`src/rtl/fp_result_buffer.sv`:
```
// fp_result_buffer: FWFT queue of multiplier results with sticky drop flag; FP_RESBUF_CLASS_EN adds per-entry class tags
module fp_result_buffer #(
  parameter int DEPTH = 8,
  parameter int CNT_W = $clog2(DEPTH) + 1
) (
  input  logic             clk,
  input  logic             rst,
  input  logic             done,
  input  logic [31:0]      res,
  output logic             out_valid,
  input  logic             out_ready,
  output logic [31:0]      out_data,
  output logic [3:0]       out_class,
  output logic [CNT_W-1:0] count,
  output logic             full,
  output logic             overflow,
  input  logic             ovf_clr
);
  localparam int AW = $clog2(DEPTH);
`ifdef FP_RESBUF_CLASS_EN
  localparam int SW = 36;
  logic [7:0]  e;
  logic [22:0] m;
  assign e = res[30:23];
  assign m = res[22:0];
`else
  localparam int SW = 32;
`endif
  logic [SW-1:0] mem [DEPTH];
  logic [SW-1:0] entry, head;
  logic [AW-1:0] wr_ptr, rd_ptr;
  logic          push, pop;
`ifdef FP_RESBUF_CLASS_EN
  assign entry = {e == 8'hff && m != '0, e == 8'hff && m == '0, e == '0 && m == '0, e == '0 && m != '0, res};
`else
  assign entry = res;
`endif
  assign out_valid = count != '0;
  assign full      = count == CNT_W'(DEPTH);
  assign pop       = out_valid && out_ready;
  assign push      = done && (!full || pop);
  assign head      = mem[rd_ptr];
  assign out_data  = out_valid ? head[31:0] : '0;
`ifdef FP_RESBUF_CLASS_EN
  assign out_class = out_valid ? head[35:32] : '0;
`else
  assign out_class = 4'b0000;
`endif
  always_ff @(posedge clk)
    if (push) mem[wr_ptr] <= entry;
  always_ff @(posedge clk or negedge rst)
    if (!rst) begin
      wr_ptr   <= '0;
      rd_ptr   <= '0;
      count    <= '0;
      overflow <= 1'b0;
    end else begin
      if (push) wr_ptr <= wr_ptr + AW'(1);
      if (pop) rd_ptr <= rd_ptr + AW'(1);
      count    <= count + CNT_W'(push) - CNT_W'(pop);
      overflow <= (done && full && !pop) || (overflow && !ovf_clr);
    end
endmodule

```
`config.mk`:
```
export PLATFORM = sky130hd
export DESIGN_NAME = fp_result_buffer
export DESIGN_NICKNAME = d
export VERILOG_FILES = /design/src/rtl/fp_result_buffer.sv
export SDC_FILE = /design/constraint.sdc
export NUM_CORES = 1
export LEC_CHECK = 0
export CAP_MARGIN = 5
export CORE_MARGIN = 2
export CORE_UTILIZATION = 40
export CTS_BUF_LIST = sky130_fd_sc_hd__clkbuf_4 sky130_fd_sc_hd__clkbuf_8
export DETAILED_ROUTE_END_ITERATION = 10
export PLACE_DENSITY_LB_ADDON = 0.15
export SYNTH_ARGS = -nofsm -noshare
export SYNTH_HDL_FRONTEND = slang
export SYNTH_SLANG_ARGS = --single-unit
```
`constraint.sdc`:
```
create_clock -name clk -period 4.4 [get_ports clk]
set_clock_uncertainty 0.05 [all_clocks]
set_input_delay 0.44 -clock clk [delete_from_list [all_inputs] [get_ports clk]]
set_output_delay 0.44 -clock clk [all_outputs]
set_load 0.01 [all_outputs]
```
Word level (Yosys, flattened, before mapping):

Memory sizes are Yosys's and may differ from the RTL's.
Cells that the tools add are included.

* logic and storage cells: 24
* bits of input ports: 37
* memories kept: 1
* RAM bits: 256
* register bits after elaboration: 11

* reductions and logical operators: 11
* $add $sub $neg: 4
* equality and inequality tests: 1
* mux-type cells: 3

Memories
* mem: depth 8, width 32, read ports 1, clocked after memory_dff 0, write ports 1, line 29 `logic [SW-1:0] mem [DEPTH];`

Operators by type and width (count)
* $mux 32: 1
* $add 3x1->3 const B: 2
* $logic_and 1x1->1: 5
* $add 4x1->4: 1
* $eq 4x4->1 const B: 1
* $reduce_bool 4->1: 1
* $sub 4x1->4: 1
* $logic_not 1->1: 3
* $logic_or 1x1->1: 2
* $mux 1: 2

Longest topological paths before layout:

* depth in word-level cells: 6
* mapped depth: 10
* gate-level depth less buffers: 10

Least setup slack after synthesis:

OpenSTA, ideal clock, no wires.

* path type: register to register
* start point: reg count[2]
* end point: mem mem[0][0] (enable)
* data arrival time: 4.062 ns
* path slack: -0.214 ns
* data required time: 3.849 ns
* path buffers: 0
* cell stages (with the launch flop): 6
* period minus slack after synthesis: 4.614 ns
* cells stage by stage: dfrtp_1 inv_1 ha_1 and2b_1 o21ai_4 nor4_1

* cells in the longest elaborated chain, start to end: 6
* elaborated cells between the ends (all ways): 8

Ends and longest elaborated chain
* from (decl): line 14 `output logic [CNT_W-1:0] count,`
* from (signal assigned): line 60 `count <= count + CNT_W'(push) - CNT_W'(pop);`
* $eq 4x4->1 or $reduce_bool 4->1 (tied branches): line 39, 38
* $logic_not 1->1 or $logic_and 1x1->1 (tied branches): line 41, 40
* $logic_or 1x1->1 *: line 41 `assign push = done && (!full || pop);`
* $logic_and 1x1->1 *: line 41
* $mux 1 *: line 50 `if (push) mem[wr_ptr] <= entry;`
* $mux 1 (implied by the code) *: line 50
* to (decl): line 29

Mark *: on every way between the ends. The rest lies on a longest branch, timed or not.

Final worst setup path:

* start point: reg count[2]
* end point: out out_data[24]

* cells in the longest elaborated chain, start to end: 2

Ends and longest elaborated chain
* $reduce_bool 4->1: line 38 `assign out_valid = count != '0;`
* $mux 32: line 43 `assign out_data = out_valid ? head[31:0] : '0;`
* to (decl): line 12 `output logic [31:0] out_data,`

Every way passes these cells.

==> results.tsv <==
metric	value	unit
Peak VDD IR	0.000311	V
reg2reg setup slack	1680	ps
GPL Wtd Cong	0.734	
FF-to-FF End	mem[7][20]$_DFFE_PP_	
Post-synth EDFFs	256	
largest net degree at the start of global routing	43	
outcome	finished, final reports clean	
global-route wire length before repair	31.7	mm
postcts setup bufs	0	
Total Neg Setup Slack	0	ps
Post-CTS Hold Fix Bufs	0	
fraction of registers with async set/reset	4.12	%
FP Rows	58	
Detailed Route Iter0 Violations	263	
DP HPWL	11.7	mm
Worst R2R Start	count[2]$_DFF_PN0_	
TritonCTS Buffers	44	
latest clock arrival within the worst-skew pair	530	ps
GR Util All Layers	16.0	%
GR met2 Demand/Resource	26.8	%
area of the core	25300	sq um
DIE WIDTH	164	um
setup violators final	0	
Initial Util	40.8	%
Slew Limit Fails	0	
WP data arrival	3100	ps
cell count of the worst reg-to-reg path	6	
fill count	2092	
maximum fanout along the worst path	23	
Worst Setup Path Type	register to output port	
Setup crit start	count[2]$_DFF_PN0_	
antenna violations before repair	0	
Synth Instances	443	
worst-margin pin slew	766	ps
top cells by area, synth	edfxtp_1 (75%), mux4_2 (14%), dfrtp_1 (2.7%)	
Routed WL	20.9	mm
Inst Count DP	841	
Nets	602	
Final Hold Fails	0	
WL/cell	22.7	um
First-pass DRT Iterations	4	
Post-synth top flop	edfxtp_1	
Design Area, Final	12300	sq um
busiest layer in global routing	met2	
Ant. Diodes	0	
startpoint types	register	
slowest CP cell	clkdlybuf4s50_1	
synth warn	0	
clock transition at the registers of the reported paths	60	ps
pwr/cell area	671	nW/um^2
cells along the critical path	inv_1 -> ha_1 -> or3b_1 -> nor2b_4 -> buf_4 -> a22o_1 -> clkdlybuf4s50_1	
Tot Pwr	8260	uW
Max Cap Violations	0	
grt ovf	0	
CTS tree	built	
fmax	279	MHz
Crit path required time	3910	ps
largest area contributor in the netlist	edfxtp_1	
layout cell share with drive strength beyond 1	28.1	%
most numerous cell in the Yosys netlist	edfxtp_1	
Vias	4802	
synth-to-layout area growth	19.6	%
Die ar.	27000	sq um
clock sinks	267	
DRC	0	
sequential share of the synthesized area	77.4	%
Clock Path Buffers	3	
area share of the largest cell type after synthesis	74.7	%
Largest stage delay, worst path	550	ps
leak pwr	0.00405	uW
chip height	164	um
Avg Inst Size Synth	23.2	sq um
Mapped Area	10300	sq um
Crit. End Element	output port	
RSZ-0062 raised after global routing	false	
vias per inst	5.22	
GR Util met3	3.34	%
Tcrit/Tclk final	81.5	%
distinct cell type count after synthesis	34	
worst rel slew slack	48.7	%
Port Buffers	75	
#FFs+latches synth	267	
most frequent cells after synthesis	edfxtp_1 (256), mux4_2 (64), a22o_1 (30)	
Layout Cells excl Fill	920	
Post-DRT Antenna Nets	0	
minimum clock period	3590	ps
Placed Area	11500	sq um
vias in the first global route	5300	
Root Driver	clkbuf_8	
post-cts repair resize count	0	
grt met1 use	21.3	%
# IOs	80	
Min-Delay Path Class	primary input to asynchronous set/reset pin	
htree depth	2	
## logic make-up after synthesis
group,after synthesis,share of synthesized area [%]
and+or+nand+nor,20,1.16
adders and majority gates,8,1.05
AOI/OAI and AO/OA,39,3.37
other,1,0.0364
muxes,66,14.2
buffers and inverters,36,2.29
DFF,267,77.4
xor gates and xnor gates,6,0.511
## critical path: cells and delay by family (launching register included)
kind | cells | cell delay (ps)
adders and majority gates | 1 | 220
buffers and inverters | 3 | 1030
AOI/OAI and AO/OA | 1 | 240
DFF | 1 | 360
and+or+nand+nor | 2 | 680
## routing by layer
metal | share of wire [%] | wire [um] | vias to the layer above
met5 | 0 | 0 | -
met1 | 44 | 9180 | 2545
li1 | - | - | 2103
met2 | 50 | 10400 | 120
met4 | 1.9 | 388 | 0
met3 | 4.4 | 931 | 34
## cell type report
| type | count | area [sq um] | share of cell area (%) |
|---|---|---|---|
| Inverter | 9 | 33.8 | 0.274 |
| Tap cell | 330 | 413 | 3.35 |
| Multi-Input combinational cell | 143 | 2160 | 17.6 |
| Timing Repair Buffer | 92 | 916 | 7.44 |
| Sequential cell | 267 | 7970 | 64.7 |
| Clock buffer | 58 | 717 | 5.82 |
| Clock inverter | 21 | 101 | 0.823 |
## registers in the layout, summed over array words and instances, names as in the netlist
signal and count:
wr_ptr 3, count 4, overflow 1, rd_ptr 3, mem 256
## cell usage in the layout, fill, tap and decap left out, types with 4 or more instances in the layout
master,instances
ha_1,7
dfrtp_1,9
edfxtp_1,256
mux4_2,64
xnor2_1,5
clkbuf_8,45
buf_4,14
a22o_1,30
inv_1,9
clkdlybuf4s50_1,75
nor3_2,4
clkbuf_4,13
clkinv_2,6
conb_1,4
clkinv_1,13
## through the flow
stage / setup slack (ps) / util, % / hold WS, ps
final: 813 / 48.7 / 203
after global routing: 629 / 48.7 / 222
after CTS: 778 / 48.7 / 189
after detailed placement: 1400 / 45.5 / 460
after global placement: 1450 / 45.5 / 433
after floorplan: 607 / - / 94.4
## worst max-delay path by stage
| stage | to | slack (ps) | depth (start not counted) |
|---|---|---|---|
| floorplan | mem[1][0]$_DFFE_PP_ | 610 | 5 |
| global placement | out_data[25] | 1450 | 4 |
| detailed placement | out_data[23] | 1400 | 7 |
| CTS | out_data[24] | 780 | 7 |
| global route | out_data[23] | 630 | 7 |
| finish | out_data[24] | 810 | 7 |
## report_power, final
part / internal, uW / leakage [uW] / total, uW / switching (uW)
clock network: 1070 / 0.000439 / 2010 / 946
logic: 1490 / 0.00116 / 2790 / 1300
registers: 3220 / 0.00245 / 3460 / 246
(Power assumes the default switching activity.)
